### src/rtl/parity_frame_tx.sv
// Serial frame transmitter: start bit, 4 data bits LSB first, even-parity bit, stop bit.
// Each bit is held for CLKS_PER_BIT cycles. Nibbles arrive over a valid/ready handshake.
module parity_frame_tx #(
  parameter int unsigned CLKS_PER_BIT = 4
) (
  input  logic       clk,
  input  logic       rst,
  input  logic [3:0] data_in,
  input  logic       valid_in,
  output logic       ready_out,
  output logic       tx_out,
  output logic       busy,
  output logic       parity_out,
  output logic       frame_done
);

  localparam int unsigned CNT_W = (CLKS_PER_BIT > 1) ? $clog2(CLKS_PER_BIT) : 1;
  localparam logic [CNT_W-1:0] CNT_LAST = CNT_W'(CLKS_PER_BIT - 1);

  typedef enum logic [2:0] {
    IDLE   = 3'd0,
    START  = 3'd1,
    DATA   = 3'd2,
    PARITY = 3'd3,
    STOP   = 3'd4
  } state_e;

  state_e           state_q, state_d;
  logic [CNT_W-1:0] cyc_q, cyc_d;
  logic [1:0]       bit_q, bit_d;
  logic [3:0]       shift_q, shift_d;
  logic             tx_q, tx_d;
  logic             busy_q, busy_d;
  logic             parity_q, parity_d;
  logic             done_q, done_d;
  logic             bit_end;

  assign bit_end = (cyc_q == CNT_LAST);

  // Next-state and registered-output logic
  always_comb begin
    state_d  = state_q;
    cyc_d    = cyc_q;
    bit_d    = bit_q;
    shift_d  = shift_q;
    tx_d     = tx_q;
    busy_d   = busy_q;
    parity_d = parity_q;
    done_d   = 1'b0;

    if (state_q != IDLE) begin
      cyc_d = bit_end ? '0 : cyc_q + CNT_W'(1);
    end

    case (state_q)
      IDLE: begin
        tx_d   = 1'b1;
        busy_d = 1'b0;
        if (valid_in) begin
          shift_d  = data_in;
          parity_d = ^data_in;
          state_d  = START;
          tx_d     = 1'b0;
          busy_d   = 1'b1;
          cyc_d    = '0;
          bit_d    = 2'd0;
        end
      end
      START: begin
        if (bit_end) begin
          state_d = DATA;
          tx_d    = shift_q[0];
          bit_d   = 2'd0;
        end
      end
      DATA: begin
        if (bit_end) begin
          if (bit_q == 2'd3) begin
            state_d = PARITY;
            tx_d    = parity_q;
          end else begin
            // Next data bit is the one moving into position 0
            shift_d = {1'b0, shift_q[3:1]};
            bit_d   = bit_q + 2'd1;
            tx_d    = shift_q[1];
          end
        end
      end
      PARITY: begin
        if (bit_end) begin
          state_d = STOP;
          tx_d    = 1'b1;
        end
      end
      STOP: begin
        if (bit_end) begin
          state_d = IDLE;
          tx_d    = 1'b1;
          busy_d  = 1'b0;
          done_d  = 1'b1;
        end
      end
      default: begin
        state_d = IDLE;
        tx_d    = 1'b1;
        busy_d  = 1'b0;
        cyc_d   = '0;
        bit_d   = 2'd0;
      end
    endcase
  end

  // State register; reset aborts any frame in flight
  always_ff @(posedge clk) begin
    if (rst) begin
      state_q  <= IDLE;
      cyc_q    <= '0;
      bit_q    <= 2'd0;
      shift_q  <= 4'd0;
      tx_q     <= 1'b1;
      busy_q   <= 1'b0;
      parity_q <= 1'b0;
      done_q   <= 1'b0;
    end else begin
      state_q  <= state_d;
      cyc_q    <= cyc_d;
      bit_q    <= bit_d;
      shift_q  <= shift_d;
      tx_q     <= tx_d;
      busy_q   <= busy_d;
      parity_q <= parity_d;
      done_q   <= done_d;
    end
  end

  assign ready_out  = (state_q == IDLE);
  assign tx_out     = tx_q;
  assign busy       = busy_q;
  assign parity_out = parity_q;
  assign frame_done = done_q;

endmodule

### config.mk
export PLATFORM = sky130hd
export DESIGN_NAME = parity_frame_tx
export DESIGN_NICKNAME = d
export VERILOG_FILES = /design/src/rtl/parity_frame_tx.sv
export SDC_FILE = /design/constraint.sdc
export NUM_CORES = 1
export LEC_CHECK = 0
export ABC_CLOCK_PERIOD_IN_PS = 2350
export BUFFER_PORTS_ARGS = -buffer_cell sky130_fd_sc_hd__buf_4
export CAP_MARGIN = 15
export CORE_AREA = 2 2 42 44
export CTS_CLUSTER_SIZE = 10
export DETAILED_ROUTE_END_ITERATION = 16
export DIE_AREA = 0 0 44 46
export GPL_ROUTABILITY_DRIVEN = 0
export PLACE_DENSITY_LB_ADDON = 0.1
export SLEW_MARGIN = 30
export SYNTH_ARGS = -nofsm -noshare
export SYNTH_HDL_FRONTEND = slang
export SYNTH_SLANG_ARGS = --single-unit
### constraint.sdc
create_clock -name clk -period 2.35 [get_ports clk]
set_input_delay 0.1175 -clock clk [delete_from_list [all_inputs] [get_ports clk]]
set_output_delay 0.1175 -clock clk [all_outputs]
set_load 0.02 [all_outputs]
# After elaboration in Yosys (flattened, before gate mapping)
# Cells that the tools add are included.
# totals
wordCells,71
rom_bits,0
mem_count,0
output_inout_bits,5
regBits,15
latchBits,0
ramBits,0
# op_classes
n_eq_ne,14
magnitude_cmp,0
n_reduce_logical,14
div,0
mux,30
shift,0
bitwise_logic,3
mul,0
add_sub_neg,2
# op_table
operator,n
3-bit 2-to-1 mux,6
3-bit one-hot mux with 5 select lines,1
2-bit 2-to-1 mux,7
"2-bit inequality test, second input constant",7
4-bit 2-to-1 mux,3
1-bit 2-to-1 mux,8
2-bit one-hot mux with 4 select lines,1
4-bit one-hot mux with 2 select lines,1
"3-bit by 2-bit equality test with 1-bit output, second input constant",2
6-bit AND reduction,1
5-bit AND reduction,1
"2-bit by 1-bit adder with 2-bit output, second input constant",2
"2-bit equality test, second input constant",2
1-bit one-hot mux with 4 select lines,1
2-bit one-hot mux with 2 select lines,1
2-bit AND reduction,2
4-bit AND reduction,1
2-bit OR reduction,2
4-bit OR reduction,1
4-bit parity,1
"3-bit by 1-bit equality test with 1-bit output, second input constant",1
"3-bit equality test, second input constant",1
3-bit logical NOT,1
1-bit inverter,3
6 further kinds,6

# Longest topological paths before layout
# logic_depth
word_depth,5
mapped_depth,5
mapped_depth_nobuf,4

# Least setup slack after synthesis
# No wires, ideal clock.
# synth_timing
path_type,reg2reg
start,register bit_q[0]
end,"register tx_q, in the netlist tx_out"
t_arrival_ps,1318
slack_ps,902
setup_ps,130
path_stages_with_launch,5
period_less_slack_ps,1448
cell_sequence,dfxtp_1 -> ha_1 -> mux2_2 -> a2111oi_0 -> a21oi_1
# synth_via
elab_chain_len,4
# synth_lines
element,line,source
from (decl),30,"logic [1:0] bit_q, bit_d;"
from (signal assigned),127,bit_q <= bit_d;
2-bit equality test,78,if (bit_q == 2'd3) begin
1-bit 2-to-1 mux,78,
1-bit 2-to-1 mux,77,if (bit_end) begin
1-bit one-hot mux with 4 select lines,55,case (state_q)
to (signal assigned),129,tx_q <= tx_d;
to (decl),32,"logic tx_q, tx_d;"
# Every way passes these cells. The select of a mux whose other input is x is not followed.
# A chain may end at the register's enable or synchronous reset.

# Worst setup path in the final report
# Same ends and word-level chain as after synthesis.

==> run_results.csv <==
group,metric,value,unit
run_status,status,"complete, no violations",
cts,cts_root_buf,"clkbuf_4",
yosys,seq_area_frac_synth,34.8,%
yosys,synthTopCellsByArea,"dfxtp_1, mux2i_1, a21oi_1",
yosys,synth_area_leader_cell,"dfxtp_1",
place,io_buffers,11,
timing,rsz0062_at_grt,"false",
yosys,ys_types,37,
yosys,postSynthCellCount,92,
timing,fin_skew,5.23,ps
cts,hold_buffers,0,
power,power.total,0.507,mW
timing,fin_setup_tns,0,ps
timing,hold_viol,0,
critical_path,path_depth,4,
run,cap_viol_max_count,0,
yosys,yosysWarnings,0,
critical_path,worstSetupEndpointType,"flip-flop",
critical_path,crit_arrival,1850,ps
critical_path,cp_max_fo,4,
critical_path,crit_path_cell_trace,"ha_1 > mux2_2 > a2111oi_0 > a21oi_1",
cts,cts-buffers-inserted,3,
cts,numClockSinks,15,
critical_path,critical_path_class,"flip-flop to flip-flop",
power,leakagePower,0.369,nW
timing,fin_crit,1700,ps
global_routing,grt_antenna_before_repair,0,
cells_and_area,area_delta_synth_final,11.6,%
yosys,ys.flop_type,"dfxtp_1",
critical_path,crit_end,"tx_out$_SDFFE_PP1P_",
critical_path,cpLargestDelayFamily,"compound AO/OA/AOI/OAI gates",
critical_path,rrSetupSlack,650,ps
critical_path,crit_required,2500,ps
yosys,synth-edff-count,0,
timing,max-slew-margin-rel,55.0,%
die,io_pins,12,
yosys,yosysMostFrequentCell,"dfxtp_1",
timing,setup_viol,0,
power,max-vdd-ir-drop,265,uV
yosys,syn_nets,101,
die,fp.dieH,46,um
timing,fmax,0.589,GHz
critical_path,startpoint,"bit_q[0]$_SDFFE_PP0P_",
cts,cts_max_level,1,
route,drc_errors,0,
cells_and_area,final_layout_size_suffix_gt1_share,19.8,%
timing,tightest_slew,673,ps
cells_and_area,fin_nets,111,
critical_path,crit_buf_inv,0,
yosys,async_flop_share,0,%
place,hpwl,1.24,mm
cts,cts_buffer_depth,2,
timing,finalMaxSlewViolations,0,
place,pre_cts_slack,646,ps
cts,cts_resized,0,
route,finalWirelength,1.67,mm
route,viasPerCell,5.85,
route,vias,690,
die,start_util,53.4,%
critical_path,r2r_start,"bit_q[0]$_SDFFE_PP0P_",
power,powerDensity,527,nW/um^2
yosys,synth.avg_cell_area,9.37,um^2
route,avgRoutedWirePerCell,14.2,um
critical_path,regToRegEndpoint,"tx_out$_SDFFE_PP1P_",
yosys,synth_top_area_share,34.8,%
route,first_pass_iters,4,
global_routing,grt_pass1_vias,614,
yosys,synth.top_cells.by_count,"dfxtp_1, mux2i_1, a21oi_1, nand2_1, nor2_1",
global_routing,grt_pass1_wl,2.88,mm
cts,cts_tree,"done",
global_routing,overflow,0,
timing,fin_crit_sh,72.3,%
critical_path,slowest_delay,470,ps
timing,setup_ws,652,ps
yosys,syn-cell-area,862,um^2
timing,whs,98.0,ps
die,die_w,44,um
cts,post_cts_buffers,0,
critical_path,reg2regPathDepth,4,
cts,insertion_delay,280,ps
die,rows,15,
global_routing,track_usage,19.5,%
route,drtAntennaViolNets,0,
die,die_area,2020,um^2
cells_and_area,n_fill_cell,144,
route,first_iter_violations,10,
cts,clkTransAtPathRegs,90,ps
min_path,min_path_type,"input pin to flip-flop",
cells_and_area,antenna_cells,0,
critical_path,cp-start-kind,"flip-flop",
global_routing,grt_max_degree,20,
yosys,synth_seq_cells,15,
critical_path,crit_slowest_cell,"a2111oi_0",
die,coreArea,1610,um^2
## through the flow
step	util, %	cell area, um^2	std cells
2_1_floorplan	-	862	92
3_3_place_gp	58.0	936	114
3_5_place_dp	58.0	936	114
4_1_cts	59.6	962	118
5_1_grt	59.6	962	118
6_report	59.6	962	118
## worst min path at each step
stage / startpoint / endpoint / slack, ps / cells after the start
floorplan: data_in[3] / shift_q[3]$_SDFFE_PP0P_ / 260 / 2
global placement: rst / busy$_SDFFE_PP0P_ / 390 / 2
detailed placement: rst / busy$_SDFFE_PP0P_ / 390 / 2
CTS: rst / busy$_SDFFE_PP0P_ / 90 / 2
global route: rst / busy$_SDFFE_PP0P_ / 90 / 2
finish: rst / busy$_SDFFE_PP0P_ / 100 / 2
## final cells by class
cell class / instances / area, um^2 / share of cell area [%]
Tap cell: 17 / 21.3 / 2.21
Inverter: 1 / 3.75 / 0.390
Multi-Input combinational cell: 70 / 528 / 54.9
Clock buffer: 4 / 26.3 / 2.73
Sequential cell: 15 / 300 / 31.2
Timing Repair Buffer: 11 / 82.6 / 8.58
## power breakdown
group          switching [mW]  leakage, nW  internal [mW]
registers              0.0146        0.123          0.267
logic                  0.0393        0.231         0.0428
clock network          0.0771       0.0150         0.0658
## sequential cells by signal (all words and copies together), names as in the netlist
register / flops
shift_q: 4
state_q: 3
bit_q: 2
cyc_q: 2
busy: 1
frame_done: 1
parity_out: 1
tx_out: 1
## cell families (layout without fill, tap and decap cells)
family | count (synthesis) | after routing | share of synthesized area, %
and+or+nand+nor | 33 | 33 | 26.4
xor gates and xnor gates | 3 | 3 | 3.05
buffers and inverters | 7 | 16 | 3.92
muxes | 8 | 8 | 9.43
adders and majority gates | 2 | 2 | 2.90
AOI/OAI and AO/OA | 24 | 24 | 19.4
DFF | 15 | 15 | 34.8
## routing by layer
metal | track usage, % | wire, um | vias to the layer above
li1 | - | - | 363
met1 | 27.8 | 821 | 316
met5 | 0 | 0 | -
met4 | 9.09 | 12 | 0
met2 | 29.1 | 789 | 9
met3 | 2.38 | 48 | 2
## cell usage in the layout, fill, tap and decap left out, types with 2 or more instances in the layout
cell type and count:
nor2_1 5, a21oi_1 6, nor2b_1 4, mux2i_1 7, nor3_1 4, xnor2_1 3, and3b_1 2, nor4b_1 2
clkbuf_4 3, buf_4 11, o21bai_1 3, ha_1 2, or3_1 2, o21a_1 2, o311ai_0 3, dfxtp_1 15
nand2_1 6, a2111oi_0 2
No activity file was read; power rests on OpenSTA's default activity.
